--- src/rtl/prm_pkg.sv ---
// ----------------------------------------------------------------------------
// prm_pkg
// Shared definitions for the edge-scan controller slice.
//   CFG_W    : width of the obstacle/config vector driven to the check bank
//   WORD_W   : width of one bitmap word written to RAM
//   BIT_W    : bit-position width inside one bitmap word
//   prm_state_e : scan controller FSM states
// ----------------------------------------------------------------------------
package prm_pkg;

    localparam int unsigned CFG_W  = 15;
    localparam int unsigned WORD_W = 32;
    localparam int unsigned BIT_W  = 5;

    typedef enum logic [1:0] {
        IDLE   = 2'd0,
        SCAN   = 2'd1,
        DRAIN  = 2'd2,
        FINISH = 2'd3
    } prm_state_e;

endpackage

--- src/rtl/prm_mask_packer.sv ---
// ----------------------------------------------------------------------------
// prm_mask_packer
// Packs one mask bit per accepted sample into a 32-bit word and hands each
// completed word to a valid/ready holding register.
// Ports:
//   clk, rst_n    : clock, asynchronous active-low reset
//   i_clear       : clears the partial word (start of a new scan)
//   i_req         : a sample is requested this cycle
//   i_flush       : drops any word waiting in the holding register
//   i_bit         : mask bit to store
//   i_bit_idx     : bit position of i_bit inside the word
//   i_word_addr   : word address recorded when the word completes
//   i_wr_ready    : downstream accepts the held word
//   o_take        : the requested sample is accepted this cycle
//   o_stall       : the requested sample is held off this cycle
//   o_wr_valid/o_wr_addr/o_wr_data : holding register
// ----------------------------------------------------------------------------
module prm_mask_packer
    import prm_pkg::*;
#(
    parameter int unsigned ADDR_W = 5
) (
    input  logic              clk,
    input  logic              rst_n,
    input  logic              i_clear,
    input  logic              i_req,
    input  logic              i_flush,
    input  logic              i_bit,
    input  logic [BIT_W-1:0]  i_bit_idx,
    input  logic [ADDR_W-1:0] i_word_addr,
    input  logic              i_wr_ready,
    output logic              o_take,
    output logic              o_stall,
    output logic              o_wr_valid,
    output logic [ADDR_W-1:0] o_wr_addr,
    output logic [WORD_W-1:0] o_wr_data
);

    // Bit 31 is never stored: it goes straight into the holding register
    // together with the 31 bits gathered so far.
    logic [WORD_W-2:0] r_shift;
    logic              r_valid;
    logic [ADDR_W-1:0] r_addr;
    logic [WORD_W-1:0] r_data;

    logic w_last_bit;
    logic w_out_free;
    logic w_load;

    assign w_last_bit = (i_bit_idx == BIT_W'(WORD_W - 1));
    // Holding register can take a new word if empty or emptying this cycle.
    assign w_out_free = !r_valid || i_wr_ready;
    assign o_stall    = i_req && w_last_bit && !w_out_free;
    assign o_take     = i_req && !o_stall;
    assign w_load     = o_take && w_last_bit;

    always_ff @(posedge clk or negedge rst_n) begin
        if (!rst_n) begin
            r_shift <= '0;
        end else if (i_clear) begin
            r_shift <= '0;
        end else if (o_take && !w_last_bit) begin
            r_shift[i_bit_idx] <= i_bit;
        end
    end

    always_ff @(posedge clk or negedge rst_n) begin
        if (!rst_n) begin
            r_valid <= 1'b0;
            r_addr  <= '0;
            r_data  <= '0;
        end else if (i_flush) begin
            r_valid <= 1'b0;
        end else if (w_load) begin
            r_valid <= 1'b1;
            r_addr  <= i_word_addr;
            r_data  <= {i_bit, r_shift};
        end else if (r_valid && i_wr_ready) begin
            r_valid <= 1'b0;
        end
    end

    assign o_wr_valid = r_valid;
    assign o_wr_addr  = r_addr;
    assign o_wr_data  = r_data;

endmodule

--- src/rtl/prm_edge_scan_ctrl.sv ---
// ----------------------------------------------------------------------------
// prm_edge_scan_ctrl
// Walks every edge-check unit once per scan, collects each unit's edge_mask
// into 32-bit bitmap words for RAM and counts masked edges.
// Ports:
//   clk, rst_n : clock, asynchronous active-low reset
//   start      : begins a scan (ignored unless idle)
//   abort      : cancels an active scan
//   obs_cfg    : obstacle/config vector, latched at start into chk_vec
//   chk_vec    : config vector driven to the check bank
//   chk_idx    : selected edge-check unit
//   chk_mask   : edge_mask of the selected unit (same cycle)
//   wr_valid/wr_ready/wr_addr/wr_data : bitmap word write port
//   busy       : scan in progress
//   done       : one-cycle pulse at normal completion
//   mask_cnt   : masked edges counted in the last scan
// ----------------------------------------------------------------------------
module prm_edge_scan_ctrl
    import prm_pkg::*;
#(
    parameter int unsigned NUM_EDGES = 1024,
    parameter int unsigned IDX_W     = 10
) (
    input  logic              clk,
    input  logic              rst_n,
    input  logic              start,
    input  logic              abort,
    input  logic [CFG_W-1:0]  obs_cfg,
    output logic [CFG_W-1:0]  chk_vec,
    output logic [IDX_W-1:0]  chk_idx,
    input  logic              chk_mask,
    output logic              wr_valid,
    input  logic              wr_ready,
    output logic [IDX_W-6:0]  wr_addr,
    output logic [WORD_W-1:0] wr_data,
    output logic              busy,
    output logic              done,
    output logic [IDX_W:0]    mask_cnt
);

    localparam logic [IDX_W-1:0] LAST_IDX = IDX_W'(NUM_EDGES - 1);

    prm_state_e r_state;
    prm_state_e w_state_nxt;

    logic [CFG_W-1:0] r_chk_vec;
    logic [IDX_W-1:0] r_chk_idx;
    logic [IDX_W:0]   r_mask_cnt;

    logic w_start_acc;
    logic w_scan_req;
    logic w_flush;
    logic w_take;
    logic w_stall;
    logic w_last_take;

    // ---------------- FSM: state register ----------------
    always_ff @(posedge clk or negedge rst_n) begin
        if (!rst_n) begin
            r_state <= IDLE;
        end else begin
            r_state <= w_state_nxt;
        end
    end

    assign w_last_take = w_take && (r_chk_idx == LAST_IDX);

    // ---------------- FSM: next state ----------------
    always_comb begin
        w_state_nxt = r_state;
        case (r_state)
            IDLE: begin
                if (start) w_state_nxt = SCAN;
            end
            SCAN: begin
                if (abort)            w_state_nxt = IDLE;
                else if (w_last_take) w_state_nxt = DRAIN;
            end
            DRAIN: begin
                if (abort)                      w_state_nxt = IDLE;
                else if (!wr_valid || wr_ready) w_state_nxt = FINISH;
            end
            FINISH: begin
                w_state_nxt = IDLE;
            end
            default: begin
                w_state_nxt = IDLE;
            end
        endcase
    end

    // ---------------- FSM: outputs ----------------
    always_comb begin
        w_start_acc = 1'b0;
        w_scan_req  = 1'b0;
        w_flush     = 1'b0;
        busy        = 1'b0;
        done        = 1'b0;
        case (r_state)
            IDLE: begin
                w_start_acc = start;
            end
            SCAN: begin
                // An aborted cycle samples nothing so mask_cnt keeps the
                // count of edges already scanned.
                w_scan_req = !abort;
                w_flush    = abort;
                busy       = 1'b1;
            end
            DRAIN: begin
                w_flush = abort;
                busy    = 1'b1;
            end
            FINISH: begin
                done = 1'b1;
            end
            default: begin
            end
        endcase
    end

    // ---------------- index, config and mask counter ----------------
    always_ff @(posedge clk or negedge rst_n) begin
        if (!rst_n) begin
            r_chk_vec  <= '0;
            r_chk_idx  <= '0;
            r_mask_cnt <= '0;
        end else if (w_start_acc) begin
            r_chk_vec  <= obs_cfg;
            r_chk_idx  <= '0;
            r_mask_cnt <= '0;
        end else if (w_take) begin
            r_mask_cnt <= r_mask_cnt + (IDX_W+1)'(chk_mask);
            // Index parks on the last edge instead of wrapping.
            if (r_chk_idx != LAST_IDX) begin
                r_chk_idx <= r_chk_idx + 1'b1;
            end
        end
    end

    prm_mask_packer #(
        .ADDR_W (IDX_W - 5)
    ) u_packer (
        .clk         (clk),
        .rst_n       (rst_n),
        .i_clear     (w_start_acc),
        .i_req       (w_scan_req),
        .i_flush     (w_flush),
        .i_bit       (chk_mask),
        .i_bit_idx   (r_chk_idx[BIT_W-1:0]),
        .i_word_addr (r_chk_idx[IDX_W-1:BIT_W]),
        .i_wr_ready  (wr_ready),
        .o_take      (w_take),
        .o_stall     (w_stall),
        .o_wr_valid  (wr_valid),
        .o_wr_addr   (wr_addr),
        .o_wr_data   (wr_data)
    );

    assign chk_vec  = r_chk_vec;
    assign chk_idx  = r_chk_idx;
    assign mask_cnt = r_mask_cnt;

    logic w_unused;
    assign w_unused = w_stall;

endmodule
--- config.mk ---
export PLATFORM = sky130hd
export DESIGN_NAME = prm_edge_scan_ctrl
export DESIGN_NICKNAME = d
export VERILOG_FILES = /design/src/rtl/prm_pkg.sv /design/src/rtl/prm_mask_packer.sv /design/src/rtl/prm_edge_scan_ctrl.sv
export SDC_FILE = /design/constraint.sdc
export NUM_CORES = 1
export LEC_CHECK = 0
export ABC_AREA = 1
export CAP_MARGIN = 15
export CORE_MARGIN = 4
export CORE_UTILIZATION = 45
export DETAILED_ROUTE_END_ITERATION = 12
export MAX_ROUTING_LAYER = met4
export PLACE_DENSITY = 0.71
export SLEW_MARGIN = 5
export SYNTH_ARGS = -nofsm -noshare
export SYNTH_HDL_FRONTEND = slang
export SYNTH_SLANG_ARGS = --single-unit
--- constraint.sdc ---
create_clock -name clk -period 3.4 [get_ports clk]
set_input_delay 0.85 -clock clk [delete_from_list [all_inputs] [get_ports clk]]
set_output_delay 0.85 -clock clk [all_outputs]
set_load 0.005 [all_outputs]
After elaboration in Yosys (flattened, before gate mapping). Index checks and enable logic that the tools add are counted. Widths: inputs -> output; s select.

Bits in registers: 107. Bits of input ports: 21. Output and inout bits: 76. Word-level logic and storage cells: 69.

Add/sub/neg operators: 2. $lt $le $gt $ge: 2. Equality and inequality tests: 9. Mux-type cells: 24. Bitwise operators: 1. Reduce and logical (&&, ||, !) cells: 23.

Operators by type and width (number): $mux 31 (2); $bwmux 31 (1); $mux 10 (3); $mux 11 (2); $add 11x1->11 (1); $add 10x1->10 const B (1); $eq 10x10->1 const B (1); $mux 2 (5); $ne 10x10->1 const B (1); $mux 1 (9); $logic_and 1x1->1 (8); $pmux 2 s4 (1); $lt 5x6->1 const B (1); $reduce_bool 2->1 (3); $demux 1 s5 (1); $eq 5x5->1 const B (1); $ge 5x1->1 const B (1); $logic_not 1->1 (5); $eq 2x2->1 const B (2); $reduce_and 2->1 (2); $ne 3x2->1 const B (1); $ne 3x3->1 const B (1); $reduce_and 3->1 (1); $reduce_bool 3->1 (1); other kinds (6) (6).

Depth between registers and ports, before layout.
Word-level depth: 10. Mapped depth: 12. Mapped depth without buffers: 12.

Hierarchy. A second synthesis with hierarchy kept.

Cells, all modules: 643. Area total of the unflattened synthesis: 5171.2 um^2.

By module, submodules not included: prm_mask_packer (instances 1, cells each 382, area each 3168.0 um^2); prm_edge_scan_ctrl (instances 1, cells each 261, area each 2003.2 um^2).

Worst setup path after synthesis. OpenSTA, ideal clock, no wires.

Kind: flip-flop to flip-flop. Start: reg r_chk_idx[0], in the netlist chk_idx[0]. End: reg u_packer.r_data[10], in the netlist u_packer.o_wr_data[10]. Arrival: 1.781 ns. Required time: 3.283 ns. Path slack: 1.502 ns. Stages on the path, launching flop included: 13. Buffers on the path: 2. Period minus slack after synthesis: 1.898 ns. Cell sequence: dfrtp_1 -> ha_1 -> nand2_2 -> nor2_4 -> ha_1 -> nand3_1 -> nand2_2 -> inv_2 -> nand2_2 -> buf_6 -> buf_6 -> nand2_1 -> o21ai_2.

Word-level cells in the longest chain between the ends: 7.

RTL lines: start, declared (RTL line prm_edge_scan_ctrl.sv:47) `logic [IDX_W-1:0] r_chk_idx;`; start signal, assigned (RTL line prm_edge_scan_ctrl.sv:136) `r_chk_idx <= r_chk_idx + 1'b1;`; $eq 5x5->1 * (RTL line prm_mask_packer.sv:50) `assign w_last_bit = (i_bit_idx == BIT_W'(WORD_W - 1));`; $logic_and 1x1->1 (2 in a row) (RTL line prm_mask_packer.sv:53) `assign o_stall = i_req && w_last_bit && !w_out_free;`; $logic_not 1->1 (RTL line prm_mask_packer.sv:54) `assign o_take = i_req && !o_stall;`; $logic_and 1x1->1 (RTL line prm_mask_packer.sv:54); $logic_and 1x1->1 * (RTL line prm_mask_packer.sv:55) `assign w_load = o_take && w_last_bit;`; $reduce_and 2->1 (no line) *; end signal, assigned (RTL line prm_mask_packer.sv:77) `r_data <= {i_bit, r_shift};`; end, declared (RTL line prm_mask_packer.sv:44) `logic [WORD_W-1:0] r_data;`.

Mark *: on every way between the ends. The rest lies on a longest branch, timed or not. A chain may end at the register's enable or synchronous reset.

Worst setup path after layout.
Start: reg r_state[0]. End: out busy.

Word-level cells in the longest chain between the ends: 3.

RTL lines: start, declared (RTL line prm_edge_scan_ctrl.sv:43) `prm_state_e r_state;`; start signal, assigned (RTL line prm_edge_scan_ctrl.sv:62) `r_state <= w_state_nxt;`; $eq 2x2->1 / $eq 2x1->1 (equally long branches) (RTL line prm_edge_scan_ctrl.sv:99) `case (r_state)`; $reduce_or 2->1 (no line) *; $mux 1 * (RTL line prm_edge_scan_ctrl.sv:99); end, declared (RTL line prm_edge_scan_ctrl.sv:36) `output logic busy,`.

Marked as above.

==> reports/metrics.cfg <==
[sta]
relSlewSlack_pct = 45.9
clock.fmax_mhz = 399
fin_ws_ps = 895
hold_viol = 0
whs_ps = 481
finClkSkew_ps = 7.83
rsz0062_at_grt = false
slew_violations = 0
tightest_slew_ps = 812
period_share_pct = 73.7
fin_setup_tns_ps = 0
finalCriticalPeriod_ps = 2500
setup_viol = 0

[floorplan]
ioPinCount = 97
die_w_um = 114
core_area_mm2 = 0.0110
die_height_um = 114
rows = 38
initial_core_util_pct = 46.4
die-area_mm2 = 0.0131

[hold_path]
hold_path_depth = 2
worst_hold_path_type = reg2reg
hp-start = u_packer.o_wr_data[16]
whs_endpoint = u_packer.o_wr_data[16]

[cts]
cts_tree = yes
ctsHoldBuffers = 0
htree_num_levels = 3
clockBufferDepth = 2
cts_buffers = 9
cts_resized = 0
cts-root-buf = clkbuf_16
clkSinkCount = 107
clk_pin_slew_worst_paths_ps = 70
post-cts-setup-buffers = 0
clk_latency_ps = 350

[critical_path]
cp_max_fo = 4
timing.rr.start = chk_idx[0]
crit_cells = 3
path_delay_family = buffers and inverters
worstPathRequired_ps = 2550
crit_path_end_kind = primary output
rr_worst_depth = 10
worstSetupPathType = reg2out
crit_path_max_incr_delay_ps = 500
r2r-end = u_packer.o_wr_data[1]
path_cells = inv_1 -> ha_1 -> clkdlybuf4s50_1
arrival_ps = 1650
critPathSlowestCell = clkdlybuf4s50_1
r2r_slack_ps = 1040
critPathBufInv = 2
critPathLaunchType = register

[grt]
grt_pass1_vias = 4048
grt_max_degree = 63
grt_first_pass_wirelength_um = 19100
grt_overflow = 0
antenna_found_initial = 0
grt_usage_pct = 18.7

[final_layout]
fillers = 975
stdcell_count = 840
seq_area_mm2 = 0.00268
diodes = 0
final_layout_size_suffix_gt1_share_pct = 9.43
layout_commonest_cell = nand2_1
area_growth_syn_to_layout_pct = 27.0
nNetsFinal = 728
multi_input_area_mm2 = 0.00192
mostFrequentLayoutCells = nand2_1, dfrtp_1, clkdlybuf4s50_1
stdcell_area_mm2 = 0.00647
final_core_util_pct = 59.0

[placement]
dpl.cell_count = 824
post-place-ws_ps = 871
gp_congestion = 0.828
io_buffers = 96
hpwl_um = 7990
placed_cell_area_mm2 = 0.00615

[routing]
drc = 0
antenna_left = 0
vias = 4135
routedWlPerCell_um = 13.4
drt_iter0_markers = 257
first_pass_iters = 5
routed_wirelength_um = 11200
vias_per_cell = 4.92

[synth]
yosys-top-cells-area = dfrtp_1, nand2_1, o21ai_0
synth_top_area_share_pct = 52.5
avgSynthCellArea_um2 = 8.47
synth_largest_area_cell = dfrtp_1
synth_cell_type_count = 26
ys_seq_area_share_pct = 52.5
netlist_area_mm2 = 0.00510
ys_warn_count = 0
syn_inst = 602
ys_ff_latch = 107
synth_nets = 635

[run_status]
status = finished clean

[power_and_ir_drop]
p_per_area_mw_per_mm2 = 554
design_power_total_mw = 3.59
ir_drop_mv = 0.306
leakage_nw = 3.11

[run]
drv_cap = 0

==> logic make-up after synthesis <==
group	after synthesis	synth area share, %
compound gates	123	14.1
xor+xnor	2	0.344
fa+ha+maj	12	2.95
buf+inv	117	9.87
flops	107	52.5
simple gates	241	20.2
==> worst register-to-register path, cell delays in order (launching register included) <==
cell and delay (ps):
dfrtp_1 470, ha_1 250, nand2_2 100, nor2_4 160, ha_1 260, nand3_1 140, nand2_2 130, inv_2 90
nand2_2 70, buf_4 390, o21ai_0 170
==> final cells by class <==
| class | count | share of cell area, % |
|---|---|---|
| clock buffers | 10 | 3.54 |
| clock inverters | 6 | 1.49 |
| inverters | 97 | 5.62 |
| multi-input cells | 378 | 29.6 |
| flip-flops and latches | 107 | 41.4 |
| well taps | 140 | 2.71 |
| repair buffers | 102 | 15.7 |
==> flip-flops by register name, summed over array words and instances, names as in the netlist <==
signal,cells
u_packer.r_shift,31
u_packer.o_wr_addr,5
mask_cnt,11
chk_vec,15
r_state,2
chk_idx,10
u_packer.o_wr_valid,1
u_packer.o_wr_data,32
==> power by group <==
part	internal (mW)	switching [mW]
Combinational	0.396	0.546
Clock	0.655	0.481
Sequential	1.41	0.104
Total	2.46	1.13
==> worst max path at each step <==
stage	start	endpoint	slack [ps]
after floorplan	chk_idx[0]	u_packer.o_wr_data[10]	1500
after global placement	chk_mask	mask_cnt[4]	920
after detailed placement	chk_mask	mask_cnt[4]	870
after CTS	r_state[0]	busy	880
after global routing	chk_idx[0]	u_packer.o_wr_data[1]	750
final	r_state[0]	busy	900
==> synth_stat cells (all sizes together) <==
library cell / count
nand2: 177
o21ai: 113
dfrtp: 107
inv: 97
nor2: 30
nand3: 19
nand4: 14
ha: 12
buf: 11
clkbuf: 9
a21oi: 6
o21bai: 2
xor2: 2
a211oi: 1
a21o: 1
nor3: 1
==> layer usage <==
| layer | part of all wire, % | wire (µm) | global-route usage, % |
|---|---|---|---|
| met1 | 45 | 5020 | 24.3 |
| met2 | 46 | 5190 | 28.2 |
| met3 | 7.8 | 873 | 4.55 |
| met5 | 0 | 0 | - |
| met4 | 1.4 | 153 | 7.84 |
Note: power is estimated with default switching activity, not from simulation.
